File: src/rtl/column_scan_scheduler.sv
// column_scan_scheduler: slice-aligned, flow-controlled scan of column pairs
// (c, c+SCAN_RATE) feeding the HUB75 driver.
// Ports: clk_in, rst_n_in (async, active-low); dtheta, mode_req, col_mask in;
//   hub75_ready / hub75_last handshake in; col_num1, col_num2, mode_active,
//   data_valid to the source mux; busy, theta_done, overrun status pulses.
// Option: define SCANLINE_SKIP_EN to skip pairs absent from col_mask.
module column_scan_scheduler #(
    parameter int ROTATIONAL_RES = 1024,
    parameter int NUM_COLS       = 64,
    parameter int SCAN_RATE      = 32,
    parameter int SRC_LATENCY    = 2
) (
    input  logic                              clk_in,
    input  logic                              rst_n_in,
    input  logic [$clog2(ROTATIONAL_RES)-1:0] dtheta,
    input  logic [1:0]                        mode_req,
    input  logic [NUM_COLS-1:0]               col_mask,
    input  logic                              hub75_ready,
    input  logic                              hub75_last,
    output logic [$clog2(SCAN_RATE)-1:0]      col_num1,
    output logic [$clog2(SCAN_RATE):0]        col_num2,
    output logic [1:0]                        mode_active,
    output logic                              data_valid,
    output logic                              busy,
    output logic                              theta_done,
    output logic                              overrun
);

    localparam int TW = $clog2(ROTATIONAL_RES);
    localparam int CW = $clog2(SCAN_RATE);
    localparam logic [CW-1:0] LAST_C = CW'(SCAN_RATE - 1);
    localparam logic [CW:0]   C2_OFF = (CW + 1)'(SCAN_RATE);
    localparam logic [2:0]    LAT    = 3'(SRC_LATENCY);

    typedef enum logic [2:0] {
        S_IDLE,
        S_ISSUE,
        S_WAIT_SRC,
        S_PRESENT,
        S_WAIT_LAST,
        S_DONE
    } state_t;

    state_t        r_state, w_state_d;
    logic [TW-1:0] r_last_theta, w_theta_d;
    logic          r_first, w_first_d;
    logic [1:0]    r_mode, w_mode_d;
    logic [CW-1:0] r_ptr, w_ptr_d;
    logic [CW-1:0] r_col1, w_col1_d;
    logic [CW:0]   r_col2, w_col2_d;
    logic [2:0]    r_lat, w_lat_d;
    logic          r_valid, w_valid_d;
    logic          r_restart, w_restart_d;

    logic          w_chg;
    logic          w_found;
    logic [CW-1:0] w_sel;

    assign w_chg = (dtheta != r_last_theta);

`ifdef SCANLINE_SKIP_EN
    logic [SCAN_RATE-1:0] w_pair;
    assign w_pair = col_mask[SCAN_RATE-1:0] | col_mask[NUM_COLS-1:SCAN_RATE];

    // lowest qualifying pair at or above the scan pointer
    always_comb begin
        w_found = 1'b0;
        w_sel   = '0;
        for (int i = SCAN_RATE - 1; i >= 0; i--) begin
            if (w_pair[i] && (i >= int'(r_ptr))) begin
                w_found = 1'b1;
                w_sel   = CW'(i);
            end
        end
    end
`else
    logic w_unused_mask;
    assign w_unused_mask = ^col_mask;
    assign w_found = 1'b1;
    assign w_sel   = r_ptr;
`endif

    always_ff @(posedge clk_in or negedge rst_n_in) begin
        if (!rst_n_in) begin
            r_state      <= S_IDLE;
            r_last_theta <= '0;
            r_first      <= 1'b1;
            r_mode       <= '0;
            r_ptr        <= '0;
            r_col1       <= '0;
            r_col2       <= '0;
            r_lat        <= '0;
            r_valid      <= 1'b0;
            r_restart    <= 1'b0;
        end else begin
            r_state      <= w_state_d;
            r_last_theta <= w_theta_d;
            r_first      <= w_first_d;
            r_mode       <= w_mode_d;
            r_ptr        <= w_ptr_d;
            r_col1       <= w_col1_d;
            r_col2       <= w_col2_d;
            r_lat        <= w_lat_d;
            r_valid      <= w_valid_d;
            r_restart    <= w_restart_d;
        end
    end

    always_comb begin
        w_state_d   = r_state;
        w_theta_d   = r_last_theta;
        w_first_d   = r_first;
        w_mode_d    = r_mode;
        w_ptr_d     = r_ptr;
        w_col1_d    = r_col1;
        w_col2_d    = r_col2;
        w_lat_d     = r_lat;
        w_valid_d   = r_valid;
        w_restart_d = r_restart;
        unique case (r_state)
            S_IDLE: begin
                if (r_first || w_chg) begin
                    w_theta_d = dtheta;
                    w_mode_d  = mode_req;
                    w_ptr_d   = '0;
                    w_first_d = 1'b0;
                    w_state_d = S_ISSUE;
                end
            end
            S_ISSUE: begin
                if (w_chg) begin
                    w_theta_d = dtheta;
                    w_mode_d  = mode_req;
                    w_ptr_d   = '0;
                end else if (!w_found) begin
                    w_state_d = S_DONE;
                end else begin
                    w_col1_d  = w_sel;
                    w_col2_d  = {1'b0, w_sel} + C2_OFF;
                    w_lat_d   = LAT;
                    w_state_d = S_WAIT_SRC;
                end
            end
            S_WAIT_SRC: begin
                if (w_chg) begin
                    w_theta_d = dtheta;
                    w_mode_d  = mode_req;
                    w_ptr_d   = '0;
                    w_state_d = S_ISSUE;
                end else begin
                    w_lat_d = r_lat - 3'd1;
                    if (r_lat == 3'd1) begin
                        w_valid_d = 1'b1;
                        w_state_d = S_PRESENT;
                    end
                end
            end
            S_PRESENT: begin
                // the driver owns the pair; remember the change, restart later
                if (w_chg) begin
                    w_theta_d   = dtheta;
                    w_restart_d = 1'b1;
                end
                if (r_valid && hub75_ready) begin
                    w_valid_d = 1'b0;
                    w_state_d = S_WAIT_LAST;
                end
            end
            S_WAIT_LAST: begin
                if (w_chg) begin
                    w_theta_d   = dtheta;
                    w_restart_d = 1'b1;
                end
                if (hub75_last) begin
                    if (r_restart || w_chg) begin
                        w_mode_d    = mode_req;
                        w_ptr_d     = '0;
                        w_restart_d = 1'b0;
                        w_state_d   = S_ISSUE;
                    end else if (r_col1 == LAST_C) begin
                        w_state_d = S_DONE;
                    end else begin
                        w_ptr_d   = r_col1 + CW'(1);
                        w_state_d = S_ISSUE;
                    end
                end
            end
            S_DONE: begin
                w_state_d = S_IDLE;
            end
            default: begin
                w_state_d = S_IDLE;
            end
        endcase
    end

    assign col_num1    = r_col1;
    assign col_num2    = r_col2;
    assign mode_active = r_mode;
    assign data_valid  = r_valid;
    assign busy        = (r_state != S_IDLE);
    assign theta_done  = (r_state == S_DONE);
    assign overrun     = w_chg && (r_state inside
                         {S_ISSUE, S_WAIT_SRC, S_PRESENT, S_WAIT_LAST});

endmodule

File: config.mk
export PLATFORM = sky130hd
export DESIGN_NAME = column_scan_scheduler
export DESIGN_NICKNAME = d
export VERILOG_FILES = /design/src/rtl/column_scan_scheduler.sv
export SDC_FILE = /design/constraint.sdc
export NUM_CORES = 1
export LEC_CHECK = 0
export ABC_CLOCK_PERIOD_IN_PS = 2500
export CAP_MARGIN = 40
export CELL_PAD_IN_SITES_DETAIL_PLACEMENT = 1
export CELL_PAD_IN_SITES_GLOBAL_PLACEMENT = 1
export CORE_UTILIZATION = 28
export CTS_BUF_LIST = sky130_fd_sc_hd__clkbuf_16
export CTS_CLUSTER_DIAMETER = 60
export CTS_CLUSTER_SIZE = 14
export DETAILED_ROUTE_END_ITERATION = 8
export PLACE_DENSITY = 0.85
export SLEW_MARGIN = 5
export SYNTH_ARGS = -nofsm -noshare
export SYNTH_HDL_FRONTEND = slang
export SYNTH_SLANG_ARGS = --single-unit
File: constraint.sdc
create_clock -name clk_in -period 2.5 [get_ports clk_in]
set_clock_uncertainty 0.15 [all_clocks]
set_input_delay 0.25 -clock clk_in [delete_from_list [all_inputs] [get_ports clk_in]]
set_output_delay 0.25 -clock clk_in [all_outputs]
set_load 0.005 [all_outputs]
## After elaboration in Yosys (flattened, before gate mapping)

Cells that the tools add are included.

| word-level totals | value |
|---|---|
| register bits after elaboration | 37 |
| input bits | 80 |
| output and inout bits | 17 |
| word-level logic and storage cells | 88 |

| operators by class | value |
|---|---|
| add/subtract/negate cells | 3 |
| eq/ne operators | 19 |
| mux-type cells | 33 |
| bitwise logic cells | 1 |
| reduce and logical (&&, ||, !) cells | 22 |

Operators by type and width:

| kind | number |
|---|---|
| 3-bit two-way mux | 9 |
| 5-bit two-way mux | 5 |
| 10-bit two-way mux | 2 |
| 10-bit one-hot mux with 2 select lines | 1 |
| 3-bit one-hot mux with 5 select lines | 1 |
| 5-bit one-hot mux with 3 select lines | 1 |
| 5-bit AND reduction | 3 |
| 2-bit != test, second input constant | 7 |
| 10-bit != test | 1 |
| 2-bit two-way mux | 4 |
| 2-bit nonzero test | 4 |
| 5-bit by 6-bit adder with 6-bit output, second input constant | 1 |
| 3-bit by 1-bit == test with 1-bit output, second input constant | 2 |
| 3-bit by 2-bit == test with 1-bit output, second input constant | 2 |
| 3-bit == test, second input constant | 2 |
| 1-bit two-way mux | 6 |
| 3-bit != test, second input constant | 2 |
| 2-bit one-hot mux with 3 select lines | 1 |
| 3-bit one-hot mux with 2 select lines | 1 |
| 3-bit AND reduction | 2 |
| 3-bit nonzero test | 2 |
| 5-bit by 1-bit adder with 5-bit output, second input constant | 1 |
| 5-bit == test, second input constant | 1 |
| 2-bit by 1-bit != test with 1-bit output, second input constant | 2 |
| 11 further kinds | 15 |

## Depth between registers and ports, before layout

| logic depth | value |
|---|---|
| depth in word-level cells | 5 |
| gate-level depth with buffers | 8 |
| mapped depth without buffers | 8 |

## Least setup slack after synthesis

No wires, ideal clock.

| timing | value |
|---|---|
| path type | register to register |
| start point | register r_col1[0] (netlist: col_num1[0]) |
| end point | register r_ptr[1] |
| setup time | 0.122 ns |
| arrival | 1.738 ns |
| required time | 2.228 ns |
| setup slack | 0.490 ns |
| cell stages (with the launch flop) | 9 |
| period minus slack after synthesis | 2.010 ns |
| path through | dfrtp_1 -> ha_1 -> and3_1 -> ha_1 -> nor4bb_1 -> o21ai_0 -> nand2b_1 -> a21o_1 -> a32o_1 |

| between the ends | value |
|---|---|
| longest elaborated chain between the ends | 5 |
| elaborated cells on any way between the ends | 8 |
| classes of those cells | 1 x add/sub; 2 x eq/ne; 4 x mux; 1 x reduce/logical |

RTL lines:

| what | line | source |
|---|---|---|
| start, declared | 49 | `logic [CW-1:0] r_col1, w_col1_d;` |
| start signal, assigned | 101 | `r_col1 <= w_col1_d;` |
| 5-bit by 1-bit adder with 5-bit output | 183 | `w_ptr_d = r_col1 + CW'(1);` |
| 5-bit two-way mux | 180 | `end else if (r_col1 == LAST_C) begin` |
| 5-bit two-way mux | 175 | `if (r_restart \|\| w_chg) begin` |
| 5-bit two-way mux | 174 | `if (hub75_last) begin` |
| 5-bit one-hot mux with 3 select lines | 120 | `unique case (r_state)` |
| end signal, assigned | 100 | `r_ptr <= w_ptr_d;` |
| end, declared | 48 | `logic [CW-1:0] r_ptr, w_ptr_d;` |

Several ways; a longest one is shown, not always the timed one. The select of a mux whose other input is x is not followed.
A chain may end at the register's enable or synchronous reset.

## Worst setup path in the final report

| timing | value |
|---|---|
| start point | input port dtheta[6] |
| end point | output port overrun |

| between the ends | value |
|---|---|
| longest elaborated chain between the ends | 2 |

RTL lines:

| what | line | source |
|---|---|---|
| start, declared | 15 | `input logic [$clog2(ROTATIONAL_RES)-1:0] dtheta,` |
| 10-bit != test | 59 | `assign w_chg = (dtheta != r_last_theta);` |
| 1-bit logical AND | 203 | `assign overrun = w_chg && (r_state inside` |
| end, declared | 26 | `output logic overrun` |

No other way between the ends.

==> metrics.yaml <==
status: "completed"
grt_max_degree: 33
p_clk_share_pct: 47.3
yosys_warnings: 0
wl_mm: 3.89
routabilityCongestion: 0.820
ys_seq_area_share_pct: 46.7
cts-root-buf: "clkbuf_16"
wl_met3_um: 149
wl_per_cell_um: 14.6
vias: 1317
final_cells: 267
die-area_sq_um: 6450
cp_common_cell: "clkdlybuf4s50_1"
rsz0062_at_grt: "no"
viasPerCell: 4.93
clk_latency_ns: 0.27
ant_nets: 0
p_sw_share_pct: 20.3
nets: 276
synth_compound_area_share_pct: 15.3
tightest_slew_ns: 0.539
post_cts_resized: 0
design.core.area_sq_um: 5920
regArea_sq_um: 802
multiInputGateArea_sq_um: 817
final_common_cell: "clkdlybuf4s50_1"
placed_cell_area_sq_um: 2140
critical_path_class: "in2out"
syn_avg_cell_area_sq_um: 11.1
seq_power_share_pct: 46.0
slew_headroom_pct: 64.1
critPathLaunchType: "primary input"
synthMuxAreaShare_pct: 11.8
powerDensity_nw_per_um2: 512
max_stage_delay_ns: 0.49
vdd_ir_drop_max_mv: 0.432
synth-xor-area-share_pct: 6.12
antenna_found_initial: 0
drive_gt1_share_pct: 20.3
switchingPower_mw: 0.236
ios: 97
cts.path.max_buffers: 2
maxCapViolations: 0
grt_pass1_vias: 1439
total_power_mw: 1.17
setup_ws_ns: 0.131
drt-pass1-iter-count: 4
port_buffers: 32
crit_arrival_ns: 1.97
ctsHoldBuffers: 0
combPwrFrac_pct: 6.7
drtIter0Drc: 49
areaGrowthSynthToFinish_pct: 32.6
finalSetupViolCount: 0
dieWidth_um: 80.3
grt.overflow.total: 0
path_max_fanout: 3
fill_cells: 684
grt_first_pass_wirelength_mm: 6.80
met1_length_mm: 1.74
crit_family: "buffers and inverters"
postLayoutCellArea_sq_um: 2280
highest_layer: "met4"
synth_cell_types: 43
cts_made_buffers: 5
diodes: 0
clkTransAtPathRegs_ns: 0.05
min_period_over_period_pct: 94.8
synthAdderAreaFrac_pct: 2.92
worstPathCellList: "clkdlybuf4s50_1 -> xnor2_1 -> nand4_1 -> nor3_2 -> nor2_1 -> clkdlybuf4s50_1"
hpwl_mm: 2.86
period_needed_ns: 2.37
p_leak_nw: 0.959
dp_cells: 260
end_kind: "output port"
cp_slowest_cell: "clkdlybuf4s50_1"
r2r_slack_ns: 0.30
syn_nets: 238
drc: 0
intPower_mw: 0.929
track_usage_pct: 14.0
syn_inst: 154
crit_buf_inv: 2
required_ns: 2.10
core.rowCount: 28
hp-class: "in2async"
initial_core_util_pct: 29.0
die_h_um: 80.3
fmax_ghz: 0.422
clock_sinks: 32
ys_ff_latch: 32
drv_slew: 0
dr_wl_met2_mm: 1.96
dp_worst_setup_slack_ns: 0.0725
cts_htree_levels: 2
layout_common_cells: "32 x clkdlybuf4s50_1, 31 x dfrtp_1, 18 x mux2_2"
timing_hold_violations_final: 0
synth_top_family_by_area: "compound AO/OA/AOI/OAI gates"
syn_area_sq_um: 1720
synthSimpleGateAreaFrac_pct: 11.4
cts_tree: "done"
tns_ns: 0
post_cts_buffers: 0
stage by stage:
stage / util, % / hold WS [ns]
floorplan: - / -0.196
global placement: 36.2 / 0.301
detailed placement: 36.2 / 0.308
CTS: 38.4 / 0.261
global route: 38.4 / 0.300
finish: 38.4 / 0.251
final cells by class:
| class | count | area share (%) |
|---|---|---|
| repair buffers | 41 | 17.6 |
| clock inverters | 2 | 0.330 |
| flip-flops and latches | 32 | 35.2 |
| well taps | 75 | 4.12 |
| clock buffers | 5 | 5.50 |
| multi-input cells | 104 | 35.9 |
| inverters | 8 | 1.32 |
synthesized netlist by cell type:
| cell | n | share of area, % |
|---|---|---|
| xor2_1 | 1 | 0.51 |
| o31ai_1 | 1 | 0.44 |
| nor4bb_1 | 1 | 0.58 |
| a311o_1 | 1 | 0.58 |
| nand2_2 | 1 | 0.36 |
| o31a_1 | 1 | 0.51 |
| buf_2 | 3 | 0.87 |
| o22ai_1 | 1 | 0.36 |
| a31oi_1 | 1 | 0.36 |
| inv_1 | 7 | 1.5 |
| a31o_2 | 2 | 1.0 |
| a21o_1 | 1 | 0.44 |
| o221ai_1 | 1 | 0.51 |
| buf_4 | 7 | 3.1 |
| ha_1 | 4 | 2.9 |
| mux2_2 | 18 | 12 |
| a32o_1 | 2 | 1.2 |
| nand2_1 | 10 | 2.2 |
| nand4_1 | 4 | 1.5 |
| dfstp_2 | 1 | 1.5 |
| o21ai_0 | 4 | 1.2 |
| a211oi_1 | 1 | 0.44 |
| a41oi_1 | 1 | 0.51 |
| and3_1 | 2 | 0.73 |
| a2bb2oi_1 | 1 | 0.51 |
| dfrtp_1 | 31 | 45 |
| nand2b_1 | 2 | 0.73 |
| nor2b_1 | 2 | 0.73 |
| a21oi_1 | 5 | 1.5 |
| o211ai_1 | 1 | 0.44 |
| xnor2_1 | 11 | 5.6 |
| and2_1 | 1 | 0.36 |
| o22a_1 | 1 | 0.51 |
| nor3_1 | 3 | 0.87 |
| nand3_1 | 4 | 1.2 |
| a2111oi_4 | 1 | 1.6 |
| o2bb2ai_1 | 4 | 2.0 |
| nor3_2 | 1 | 0.58 |
| o22ai_2 | 1 | 0.73 |
| clkinv_1 | 1 | 0.22 |
| nor4_1 | 1 | 0.36 |
| a32oi_1 | 1 | 0.51 |
| nor2_1 | 6 | 1.3 |
kinds of logic (layout without fill, tap and decap cells):
logic type      Yosys count  after routing
compound gates           32             32
xor+xnor                 12             12
fa+ha+maj                 4              4
buf+inv                  18             56
flops                    32             32
mux                      18             18
simple gates             38             38
final timing paths:
check,start,to,cells past startpoint
min,rst_n_in,r_lat[2],2
min in group clk_in,col_num2[5],col_num2[5],1
max in group asynchronous,rst_n_in,r_first,2
max,dtheta[6],overrun,6
min reg2reg,col_num2[5],col_num2[5],1
max reg2reg,col_num1[0],r_ptr[4],8
power by group through the flow:
stage	Clock, mW	Sequential [mW]	Combinational, mW
global placement	0	0.543	0.0767
finish	0.552	0.536	0.0777
global route	0.586	0.536	0.0863
detailed placement	0	0.544	0.0790
floorplan	0	0.543	0.0303
CTS	0.568	0.536	0.0797
flip-flops by register name, indices dropped and copies added (netlist names):
signal,count
data_valid,1
r_state,3
r_first,1
mode_active,2
r_lat,3
col_num1,4
col_num2,2
r_restart,1
r_ptr,5
r_last_theta,10
per-layer routing:
metal / GRT usage [%] / vias to the layer above
met4: 4.82 / 0
met5: 0 / -
li1: - / 629
met1: 17.1 / 654
met3: 3.86 / 5
met2: 23.4 / 29
No activity file was read; power rests on OpenSTA's default activity.
==> patch 1 (same flow settings) <==
Register the output `overrun`; this adds one clock of latency there. The other outputs are not delayed to match.
--- a/src/rtl/column_scan_scheduler.sv
+++ b/src/rtl/column_scan_scheduler.sv
@@ -202,4 +202,5 @@
     assign theta_done  = (r_state == S_DONE);
-    assign overrun     = w_chg && (r_state inside
-                         {S_ISSUE, S_WAIT_SRC, S_PRESENT, S_WAIT_LAST});
+    always_ff @(posedge clk_in) begin
+        overrun <= w_chg && (r_state inside {S_ISSUE, S_WAIT_SRC, S_PRESENT, S_WAIT_LAST});
+    end
 
Behaviour: not the same (a bounded check fails within 4 cycles, from zero or initial values and one cycle with rst_n_in low).
==> patch 1 against the unedited design <==
Hold slack worse by 16 ps. Global-route usage rose by 0.84 points. Setup slack improved by 220 ps. Sequential share of layout area down 0.20 points. Sequential cell count is 1 higher. Cell area rose by 3.1%. Synthesized cell count grew 1.9%. Area after synthesis decreased by 0.22%. Routed wire length rose by 4.7%. Critical endpoint is now r_ptr[0]$_DFFE_PN0P_. Largest cell class is now flip-flops and latches. Highest routed layer unchanged.
Power is not compared: it rests on default switching activity, and its combinational part moved more than twofold at a synthesized area within 25%.
==> patch 1: results (changes against the unedited design) <==
stage,metric,value,unit,change
placed_design,Routability Congestion,0.742,,-9.5%
status,status,completed,,
synth,area share of the largest cell type after synthesis,45.3,%,+0.099 points
synth,Commonest cells post-synth,"dfrtp_1 (31), mux2_2 (17), xnor2_1 (11)",,
final_layout,share of layout cells above drive strength 1,21.0,%,+0.66 points
worst_hold_path,Hold Crit Class,input port to asynchronous set/reset pin,,
critical_path,Crit path largest cell delay,490,ps,about the same
route,DRT Wirelength,4070,um,+4.7%
route,initial detailed-routing violation count,65,,+33%
cts,clock slew at reported path FFs,50,ps,about the same
final_layout,NumNets Final,288,,+4.3%
final_layout,filler instances,664,,-2.9%
critical_path,reg2reg setup slack,380,ps,+80 ps
power_and_ir_drop,worst vdd ir,0.000427,V,
critical_path,Worst Path Max Fanout,8,,+5
global_routing,first-pass GRT wire length,6980,um,+2.5%
synth,net count after synthesis,241,,+1.3%
placed_design,HPWL after DPL,2960,um,+3.5%
cts,clock tree buffer depth,2,,unchanged
critical_path,WP data arrival,2210,ps,+240 ps
sta,Rel. slew slack,71.9,%,+7.8 points
cts,htree depth,2,,unchanged
final_layout,Largest register FFs,10,,unchanged
global_routing,largest net degree at the start of global routing,33,,unchanged
global_routing,vias in the first global route,1482,,+3.0%
synth,async set or reset register ratio after synthesis,97.0,%,-3.0 points
route,# DRC,0,,unchanged
route,Via density,4.94,,+0.21%
global_routing,All-Layer GR Usage,14.8,%,+0.84 points
global_routing,initial antenna violation count,0,,unchanged
synth,post-synthesis sequential area ratio,48.0,%,+1.3 points
synth,Yosys cell types,39,,-9.3%
synth,largest cells by area after synthesis,"dfrtp_1 (45%), mux2_2 (11%), xnor2_1 (5.6%)",,
cts,CTS resizes,0,,unchanged
## patch 1: cell types whose count changed after synthesis, moves of 3 or more
cell       change
a22o_1         +4
nand3_1        +4
nand2_1        -3
o21ai_0        +5
o2bb2ai_1      -4
## patch 1: worst paths after layout
| kind | cells after the start | startpoint | end |
|---|---|---|---|
| hold / removal | 2 | rst_n_in | col_num1[1]$_DFFE_PN0P_ |
| hold reg to reg | 1 | col_num2[5]$_DFFE_PN0P_ | col_num2[5]$_DFFE_PN0P_ |
| min in group clk_in | 1 | col_num2[5]$_DFFE_PN0P_ | col_num2[5]$_DFFE_PN0P_ |
| setup reg to reg | 7 | r_last_theta[1]$_DFFE_PN0P_ | r_ptr[0]$_DFFE_PN0P_ |
| setup / recovery | 8 | dtheta[4] | r_ptr[0]$_DFFE_PN0P_ |
| max in group asynchronous | 2 | rst_n_in | r_first$_DFFE_PN1P_ |
## patch 1: stage by stage
stage,setup slack [ps],instance area (um2),std cells,hold slack [ps]
2_1_floorplan,343,1710,157,-196
3_3_place_gp,91.8,2210,272,306
3_5_place_dp,48.6,2210,272,324
4_1_cts,336,2350,280,249
5_1_grt,204,2350,280,260
6_report,353,2350,280,235
## patch 1: critical path, delay by kind of cell
kind / cells / cell delay, ps
AOI/OAI and AO/OA: 1 / 200
xor gates and xnor gates: 1 / 130
buffers and inverters: 2 / 690
and+or+nand+nor: 4 / 940
## patch 1: cell families (layout without fill, tap and decap cells)
kind of cell             Yosys count  in the layout  synth area share (%)
AND/OR/NAND/NOR                   41             41                  13.4
adder cells (fa/ha/maj)            4              4                  2.92
multiplexers                      17             17                  11.2
XOR/XNOR                          12             12                  6.14
buffers and inverters             16             64                  4.68
AO/OA/AOI/OAI                     34             34                  13.7
flip-flops                        33             33                  48.0
## patch 1: power breakdown
part           total, mW  internal [mW]  leakage (nW)  switching, mW
Sequential         0.572          0.556         0.408         0.0159
Combinational      0.164         0.0853         0.485         0.0783
Clock              0.568          0.357        0.0776          0.210
## patch 1: layout make-up
type | instances | area [um2] | share of cell area, %
Inverter | 8 | 30.0 | 1.28
Timing Repair Buffer | 48 | 453 | 19.3
Tap cell | 75 | 93.8 | 4.00
Clock buffer | 5 | 125 | 5.33
Clock inverter | 3 | 11.3 | 0.480
Sequential cell | 33 | 822 | 35.0
Multi-Input combinational cell | 108 | 811 | 34.6
## patch 1: layer usage
metal,track usage (%),vias to the layer above,wire (um)
met2,25.3,28,2060
li1,-,660,-
met3,4.20,7,148
met1,16.4,689,1780
met5,0,-,0
met4,8.39,0,80
==> patch 2 (same settings) <==
Without the edit above. Change the parameter `ROTATIONAL_RES` from 1024 to 512.
--- a/src/rtl/column_scan_scheduler.sv
+++ b/src/rtl/column_scan_scheduler.sv
@@ -7,3 +7,3 @@
 module column_scan_scheduler #(
-    parameter int ROTATIONAL_RES = 1024,
+    parameter int ROTATIONAL_RES = 512,
     parameter int NUM_COLS       = 64,
Ports: changed (resized dtheta); port bits go from 97 to 96. The function was not compared with the original's and may differ.
==> patch 2 against the unedited design <==
Critical path type is now input port to flop. Sequential cell count shrank 1. Routed wire length shrank 4.7%. Cell area shrank 2.5%. Utilization grew 1.4 points. Highest routed layer unchanged. Area after synthesis shrank 4.3%. Setup slack gained 59 ps. Global-route usage grew 0.095 points.
Power is not compared: it rests on default switching activity, and its combinational part moved more than twofold at a synthesized area within 25%.
==> patch 2: results (changes against the unedited design) <==
stage,metric,value,unit,change
global_routing,vias in the first global route,1375,,-4.4%
route,DRT Wirelength,3700,um,-4.7%
global_routing,first-pass GRT wire length,6530,um,-4.1%
global_routing,largest net degree at the start of global routing,32,,-3.0%
synth,net count after synthesis,228,,-4.2%
critical_path,Worst Path Max Fanout,6,,+3
synth,Commonest cells post-synth,"dfrtp_1 (30), mux2_2 (12), xor2_1 (10)",,
final_layout,fin util,39.8,%,+1.4 points
final_layout,filler instances,627,,-8.3%
critical_path,Crit path largest cell delay,430,ps,-60 ps
final_layout,buffering overhead,18.7,%,+1.1 points
final_layout,Largest register FFs,9,,-1
route,Via density,4.82,,-2.3%
final_layout,area of the multi-input gates,783,um2,-4.1%
route,initial detailed-routing violation count,41,,-16%
synth,post-synthesis sequential area ratio,47.3,%,+0.58 points
status,status,completed,,
cts,CTS buffer count,5,,unchanged
critical_path,cell family with most CP delay,simple AND/OR/NAND/NOR gates,,
cts,CTS resizes,1,,+1
sta,Worst Slack Setup Final,190,ps,+59.0 ps
final_layout,nonclk buf count,45,,+9.8%
synth,largest cells by area after synthesis,"dfrtp_1 (46%), mux2_2 (8.2%), xor2_1 (5.3%)",,
synth,synthesized area per cell,11.3,um2,+1.6%
placed_design,placed cell area,2080,um2,-3.1%
floorplanning,tap cells,72,,-4.0%
final_layout,sequential share of cell area,35.0,%,-0.23 points
critical_path,WP data arrival,2320,ps,+350 ps
final_layout,Final clock-cell share,6.14,%,+0.32 points
global_routing,All-Layer GR Usage,14.0,%,+0.095 points
critical_path,reg2reg setup slack,210,ps,-90 ps
final_layout,share of layout cells above drive strength 1,22.3,%,+2.0 points
final_layout,nonclk inv count,5,,-3
final_layout,multi-input gate count,99,,-4.8%
sta,worst-margin pin slew,610,ps,+71.8 ps
placed_design,Routability Congestion,0.818,,-0.29%
final_layout,Seq cells,31,,-3.1%
placed_design,HPWL after DPL,2760,um,-3.3%
placed_design,cell count after placement,251,,-3.5%
final_layout,NumNets Final,270,,-2.2%
route,vias,1253,,-4.9%
## patch 2: power groups by stage
stage | combinational, mW | clock, mW | sequential, mW
after global placement | 0.416 | 0 | 0.630
after global routing | 0.473 | 0.603 | 0.637
after floorplan | 0.246 | 0 | 0.616
after CTS | 0.431 | 0.580 | 0.628
final | 0.425 | 0.563 | 0.628
after detailed placement | 0.432 | 0 | 0.636
## patch 2: kinds of logic (layout without fill, tap and decap cells)
| logic type | Yosys count | after routing |
|---|---|---|
| muxes | 18 | 18 |
| DFF | 31 | 31 |
| buffers and inverters | 15 | 58 |
| xor gates and xnor gates | 12 | 12 |
| and+or+nand+nor | 37 | 37 |
| adders and majority gates | 4 | 4 |
| AOI/OAI and AO/OA | 28 | 28 |
## patch 2: path summary, 6_finish.rpt
| kind | from | to | depth (start not counted) |
|---|---|---|---|
| worst max-delay path | dtheta[0] | col_num1[0]$_DFFE_PN0P_ | 8 |
| worst max register to register | r_last_theta[0]$_DFFE_PN0P_ | col_num1[0]$_DFFE_PN0P_ | 7 |
| min in group clk_in | col_num2[5]$_DFFE_PN0P_ | col_num2[5]$_DFFE_PN0P_ | 1 |
| worst min register to register | col_num2[5]$_DFFE_PN0P_ | col_num2[5]$_DFFE_PN0P_ | 1 |
| worst min-delay path | rst_n_in | r_last_theta[7]$_DFFE_PN0P_ | 2 |
| max in group asynchronous | rst_n_in | r_first$_DFFE_PN1P_ | 2 |
## patch 2: per-layer routing
layer,track usage [%],wire (um),share of wire (%),vias up
li1,-,-,-,604
met1,16.8,1620,44,621
met2,22.3,1830,50,22
met3,4.53,168,4.5,6
met4,7.41,82,2.2,0
met5,0,0,0,-
## patch 2: worst register-to-register path: stages (launching register included)
cell,delay [ps]
dfrtp_1,380
xor2_1,170
nor4_2,310
nand3_1,130
buf_4,160
or4_1,390
buf_4,190
mux2_4,300
